**src/rtl/serial_pattern_gen.sv**
```systemverilog
// serial_pattern_gen: loads a WIDTH-bit pattern word and drives it bit-serially,
// MSB first, on x, repeating it repeat_n extra times back to back.
// Optional build macro PATTERN_LFSR_EN adds a prbs_mode input that replaces the
// held word with a Fibonacci LFSR seeded from data_in.
//
// state   | meaning
// S_IDLE  | waiting for start; outputs quiet
// S_SHIFT | one pattern bit per cycle on x, valid/busy high
// S_DONE  | single-cycle done pulse, start ignored
module serial_pattern_gen #(
  parameter int WIDTH = 8,
  parameter int REP_W = 4
) (
  input  logic             clk,
  input  logic             reset,
  input  logic             start,
  input  logic [WIDTH-1:0] data_in,
  input  logic [REP_W-1:0] repeat_n,
`ifdef PATTERN_LFSR_EN
  input  logic             prbs_mode,
`endif
  output logic             x,
  output logic             valid,
  output logic             busy,
  output logic             done
);

  localparam int CNT_W = $clog2(WIDTH);
  localparam logic [CNT_W-1:0] LAST_BIT = CNT_W'(WIDTH - 1);

  typedef enum logic [1:0] {
    S_IDLE  = 2'd0,
    S_SHIFT = 2'd1,
    S_DONE  = 2'd2
  } state_t;

`ifdef PATTERN_LFSR_EN
  // Maximal-length tap masks (bit k-1 set for polynomial term x^k), shift-left form.
  function automatic logic [31:0] lfsr_taps(input int w);
    case (w)
      2:  return 32'h0000_0003;
      3:  return 32'h0000_0006;
      4:  return 32'h0000_000C;
      5:  return 32'h0000_0014;
      6:  return 32'h0000_0030;
      7:  return 32'h0000_0060;
      8:  return 32'h0000_00B8;
      9:  return 32'h0000_0110;
      10: return 32'h0000_0240;
      11: return 32'h0000_0500;
      12: return 32'h0000_0829;
      13: return 32'h0000_100D;
      14: return 32'h0000_2015;
      15: return 32'h0000_6000;
      16: return 32'h0000_D008;
      17: return 32'h0001_2000;
      18: return 32'h0002_0400;
      19: return 32'h0004_0023;
      20: return 32'h0009_0000;
      21: return 32'h0014_0000;
      22: return 32'h0030_0000;
      23: return 32'h0042_0000;
      24: return 32'h00E1_0000;
      25: return 32'h0120_0000;
      26: return 32'h0200_0023;
      27: return 32'h0400_0013;
      28: return 32'h0900_0000;
      29: return 32'h1400_0000;
      30: return 32'h2000_0029;
      31: return 32'h4800_0000;
      default: return 32'h8020_0003;
    endcase
  endfunction

  localparam logic [WIDTH-1:0] TAPS = WIDTH'(lfsr_taps(WIDTH));

  function automatic logic [WIDTH-1:0] lfsr_step(input logic [WIDTH-1:0] s);
    return {s[WIDTH-2:0], ^(s & TAPS)};
  endfunction

  logic prbs_q, prbs_d;
  logic [WIDTH-1:0] seed;
  logic [WIDTH-1:0] lfsr_next;
`endif

  state_t           state_q, state_d;
  logic [WIDTH-1:0] shift_q, shift_d;
  logic [WIDTH-1:0] hold_q, hold_d;
  logic [CNT_W-1:0] bit_cnt_q, bit_cnt_d;
  logic [REP_W-1:0] rep_cnt_q, rep_cnt_d;
  logic             x_q, x_d;
  logic             valid_q, valid_d;
  logic             busy_q, busy_d;
  logic             done_q, done_d;

`ifdef PATTERN_LFSR_EN
  // LFSR seed substitution and one-step advance of the running state.
  always_comb begin
    seed      = (data_in == '0) ? '1 : data_in;
    lfsr_next = lfsr_step(shift_q);
  end
`endif

  // Next-state, datapath and registered-output computation.
  always_comb begin
    state_d   = state_q;
    shift_d   = shift_q;
    hold_d    = hold_q;
    bit_cnt_d = bit_cnt_q;
    rep_cnt_d = rep_cnt_q;
    x_d       = 1'b0;
    valid_d   = 1'b0;
    busy_d    = 1'b0;
    done_d    = 1'b0;
`ifdef PATTERN_LFSR_EN
    prbs_d    = prbs_q;
`endif
    case (state_q)
      S_IDLE: begin
        if (start) begin
          hold_d    = data_in;
          rep_cnt_d = repeat_n;
          bit_cnt_d = '0;
          valid_d   = 1'b1;
          busy_d    = 1'b1;
          state_d   = S_SHIFT;
          // shift_q holds the bits still to be sent, left-aligned
          shift_d   = data_in << 1;
          x_d       = data_in[WIDTH-1];
`ifdef PATTERN_LFSR_EN
          prbs_d = prbs_mode;
          if (prbs_mode) begin
            // in PRBS mode shift_q is the LFSR state and x mirrors its MSB
            shift_d = seed;
            x_d     = seed[WIDTH-1];
          end
`endif
        end
      end
      S_SHIFT: begin
        valid_d = 1'b1;
        busy_d  = 1'b1;
        if (bit_cnt_q == LAST_BIT && rep_cnt_q == '0) begin
          valid_d   = 1'b0;
          busy_d    = 1'b0;
          done_d    = 1'b1;
          bit_cnt_d = '0;
          state_d   = S_DONE;
        end else if (bit_cnt_q == LAST_BIT) begin
          rep_cnt_d = rep_cnt_q - REP_W'(1);
          bit_cnt_d = '0;
          x_d       = hold_q[WIDTH-1];
          shift_d   = hold_q << 1;
        end else begin
          bit_cnt_d = bit_cnt_q + CNT_W'(1);
          x_d       = shift_q[WIDTH-1];
          shift_d   = shift_q << 1;
        end
`ifdef PATTERN_LFSR_EN
        if (prbs_q && state_d == S_SHIFT) begin
          // the LFSR free-runs across word boundaries; only timing is per-word
          shift_d = lfsr_next;
          x_d     = lfsr_next[WIDTH-1];
        end
`endif
      end
      S_DONE: begin
        state_d = S_IDLE;
      end
      default: begin
        state_d = S_IDLE;
      end
    endcase
  end

  // State and output registers with asynchronous clear.
  always_ff @(posedge clk or posedge reset) begin
    if (reset) begin
      state_q   <= S_IDLE;
      shift_q   <= '0;
      hold_q    <= '0;
      bit_cnt_q <= '0;
      rep_cnt_q <= '0;
      x_q       <= 1'b0;
      valid_q   <= 1'b0;
      busy_q    <= 1'b0;
      done_q    <= 1'b0;
`ifdef PATTERN_LFSR_EN
      prbs_q    <= 1'b0;
`endif
    end else begin
      state_q   <= state_d;
      shift_q   <= shift_d;
      hold_q    <= hold_d;
      bit_cnt_q <= bit_cnt_d;
      rep_cnt_q <= rep_cnt_d;
      x_q       <= x_d;
      valid_q   <= valid_d;
      busy_q    <= busy_d;
      done_q    <= done_d;
`ifdef PATTERN_LFSR_EN
      prbs_q    <= prbs_d;
`endif
    end
  end

  assign x     = x_q;
  assign valid = valid_q;
  assign busy  = busy_q;
  assign done  = done_q;

endmodule

```
**config.mk**
```make
export PLATFORM = sky130hd
export DESIGN_NAME = serial_pattern_gen
export DESIGN_NICKNAME = d
export VERILOG_FILES = /design/src/rtl/serial_pattern_gen.sv
export SDC_FILE = /design/constraint.sdc
export NUM_CORES = 1
export LEC_CHECK = 0
export ABC_AREA = 1
export CAP_MARGIN = 10
export CORE_ASPECT_RATIO = 0.5
export CORE_MARGIN = 8
export CORE_UTILIZATION = 45
export DETAILED_ROUTE_END_ITERATION = 8
export PLACE_DENSITY_LB_ADDON = 0.25
export SLEW_MARGIN = 15
export SYNTH_ARGS = -nofsm -noshare
export SYNTH_HDL_FRONTEND = slang
export SYNTH_SLANG_ARGS = --single-unit
export TNS_END_PERCENT = 50
```
**constraint.sdc**
```tcl
create_clock -name clk -period 4 [get_ports clk]
set_clock_uncertainty 0.05 [all_clocks]
set_input_delay 0.8 -clock clk [delete_from_list [all_inputs] [get_ports clk]]
set_output_delay 0.8 -clock clk [all_outputs]
set_load 0.02 [all_outputs]
```
==> results.sh <==
export IMPL_synth_edf_count=0
export IMPL_ir_worst_vdd_mv=0.292
export IMPL_r2r_start="bit_cnt_q[0]"
export IMPL_hp_class="reg2reg"
export IMPL_clk_path_buf_depth=2
export IMPL_yosysWarnings=0
export IMPL_numCtsBuffers=3
export IMPL_die_w_um=96.8
export IMPL_drv_cap=0
export IMPL_crit_fanout=2
export IMPL_hold_violations=0
export IMPL_synthFlopType="dfrtp_1"
export IMPL_wl_met3_um=113
export IMPL_synth_most_common_cell="nand2_1"
export IMPL_clkTransAtPathRegs_ns=0.09
export IMPL_antenna_cells=0
export IMPL_hp_start="hold_q[7]"
export IMPL_cpPeakStageDelay_ns=0.60
export IMPL_fin_crit_sh_pct=51.8
export IMPL_remaining_drc_errors=0
export IMPL_rsz0062_at_grt="false"
export IMPL_worstHoldPathCells=2
export IMPL_coreArea_um2=3070
export IMPL_r2r_end="shift_q[7]"
export IMPL_start_kind="flip-flop"
export IMPL_leakagePower_nw=0.828
export IMPL_cts_resized=0
export IMPL_synth_avg_cell_area_um2=8.80
export IMPL_startpoint="busy"
export IMPL_ant_nets=0
export IMPL_grt_max_degree=28
export IMPL_syn_instance_count=167
export IMPL_critPathBufInv=1
export IMPL_io_pins=19
export IMPL_rows=14
export IMPL_worst_pin_slew_ns=1.03
export IMPL_grt_usage_pct=9.91
export IMPL_tritoncts="built"
export IMPL_nets=202
export IMPL_syn_to_final_growth_pct=14.4
export IMPL_drtPass1Iterations=4
export IMPL_fmax_mhz=483
export IMPL_place_ws_ns=1.82
export IMPL_rrSetupSlack_ns=2.11
export IMPL_port_buffers=18
export IMPL_p_per_area_nw_per_um2=688
export IMPL_synth_area_um2=1470
export IMPL_drive_above_1_share_pct=13.1
export IMPL_ff2ff_path_depth=9
export IMPL_cp_required_ns=3.15
export IMPL_status="completed"
export IMPL_maxSlewHeadroom_pct=31.4
export IMPL_wl_met2_um=1250
export IMPL_cp_end_kind="output port"
export IMPL_drt_initial_drc_count=75
export IMPL_overflow=0
export IMPL_hold_path_endpoint="hold_q[7]"
export IMPL_power_mw=1.16
export IMPL_path_delay_family="buffers and inverters"
export IMPL_synth_largest_area_cell="dfrtp_1"
export IMPL_num_vias=1101
export IMPL_cpMaxStageDelayCell="clkdlybuf4s50_1"
export IMPL_die_h_um=56.4
export IMPL_htree_num_levels=1
export IMPL_drv_slew=0
export IMPL_whs_ns=0.444
export IMPL_crit_path_cell_trace="clkdlybuf4s50_1"
export IMPL_critPathArrivalTime_ns=1.22
export IMPL_wl_per_cell_um=12.1
export IMPL_synthArstFlopShare_pct=100
export IMPL_synth_top_area_share_pct=46.0
export IMPL_grt_pass1_vias=1029
export IMPL_postSynthRegisterBits=27
export IMPL_met1_length_um=1310
export IMPL_cts_root_buf="clkbuf_8"
export IMPL_antenna_found_initial=0
export IMPL_period_needed_ns=2.07
export IMPL_synth_common_cells="nand2_1 (52), dfrtp_1 (27), inv_1 (17)"
export IMPL_clock_sinks=27
export IMPL_syn_nets=185
export IMPL_cts_setup_buffers=0
export IMPL_dpl_hpwl_um=1880
export IMPL_die_area_um2=5460
export IMPL_grt_pass1_wl_um=4660
export IMPL_setup_viol=0
export IMPL_netlist_cell_type_count=26
export IMPL_avgViaCountPerCell=4.94
export IMPL_worst_slack_ns=1.93
export IMPL_clock_latency_ns=0.27
export IMPL_synth_area_top_cells="dfrtp_1 (46%), nand2_1 (13%), inv_1 (4.3%)"
export IMPL_wirelength_um=2700
export IMPL_critical_path_class="reg2out"
export IMPL_place_inst=219
export IMPL_ys_seq_area_share_pct=46.0
export IMPL_stdcell_count=223
export IMPL_place_gp_congestion=0.763
export IMPL_cts_hold_buffers=0
export IMPL_dr_max_layer_used="met4"
export IMPL_setup_tns_ns=0
export IMPL_initial_core_util_pct=47.9
## routing by layer
| layer | up-vias | GRT usage [%] |
|---|---|---|
| met1 | 525 | 12.7 |
| met2 | 16 | 15.5 |
| li1 | 558 | - |
| met5 | - | 0 |
| met4 | 0 | 2.82 |
| met3 | 2 | 3.17 |
## worst max path at each step
stage / to / slack (ns) / cells past startpoint
after floorplan: shift_q[1] / 2.50 / 10
after global placement: x / 1.83 / 2
after detailed placement: rep_cnt_q[0] / 1.82 / 7
after CTS: valid / 1.91 / 1
after global routing: valid / 1.89 / 1
final: valid / 1.93 / 1
## power breakdown
group	total, mW	leakage (nW)	internal, mW	switching (mW)
registers	0.461	0.337	0.391	0.0702
logic	0.538	0.468	0.207	0.331
clock network	0.157	0.0228	0.0714	0.0859
total	1.16	0.828	0.669	0.487
## final cells by class
| cell class | instances | area, µm² |
|---|---|---|
| clock buffers | 4 | 45.0 |
| well taps | 40 | 50.0 |
| inverters | 21 | 83.8 |
| fillers | 288 | 1390 |
| flip-flops and latches | 27 | 676 |
| repair buffers | 18 | 180 |
| multi-input cells | 113 | 646 |
## cells by family after synthesis
kind of cell	Yosys count	share of synthesized area, %
simple gates	81	28.4
compound gates	28	12.4
buf+inv	27	10.1
flops	27	46.0
fa+ha+maj	3	2.56
mux	1	0.681
## layout by cell type (no fill, tap or decap), types with 2 or more instances in the layout
cell,count
nand2_4,3
inv_2,3
nand3_1,12
ha_1,3
inv_1,17
o21ai_0,11
nand3_4,2
nor2_1,6
clkdlybuf4s50_1,18
a21oi_1,5
o21ai_1,2
o21ai_2,6
dfrtp_1,27
nand2_1,52
nand2_2,2
clkbuf_8,3
## state kept, by name (all words and copies together) (netlist names)
register / cells
hold_q: 8
shift_q: 7
rep_cnt_q: 4
bit_cnt_q: 3
state_q: 2
busy: 1
done: 1
x: 1
## per-stage QoR
| step | area, µm² | utilization (%) |
|---|---|---|
| floorplan | 1470 | - |
| global placement | 1640 | 53.3 |
| detailed placement | 1640 | 53.3 |
| CTS | 1680 | 54.8 |
| global route | 1680 | 54.8 |
| finish | 1680 | 54.8 |
(Power assumes the default switching activity.)
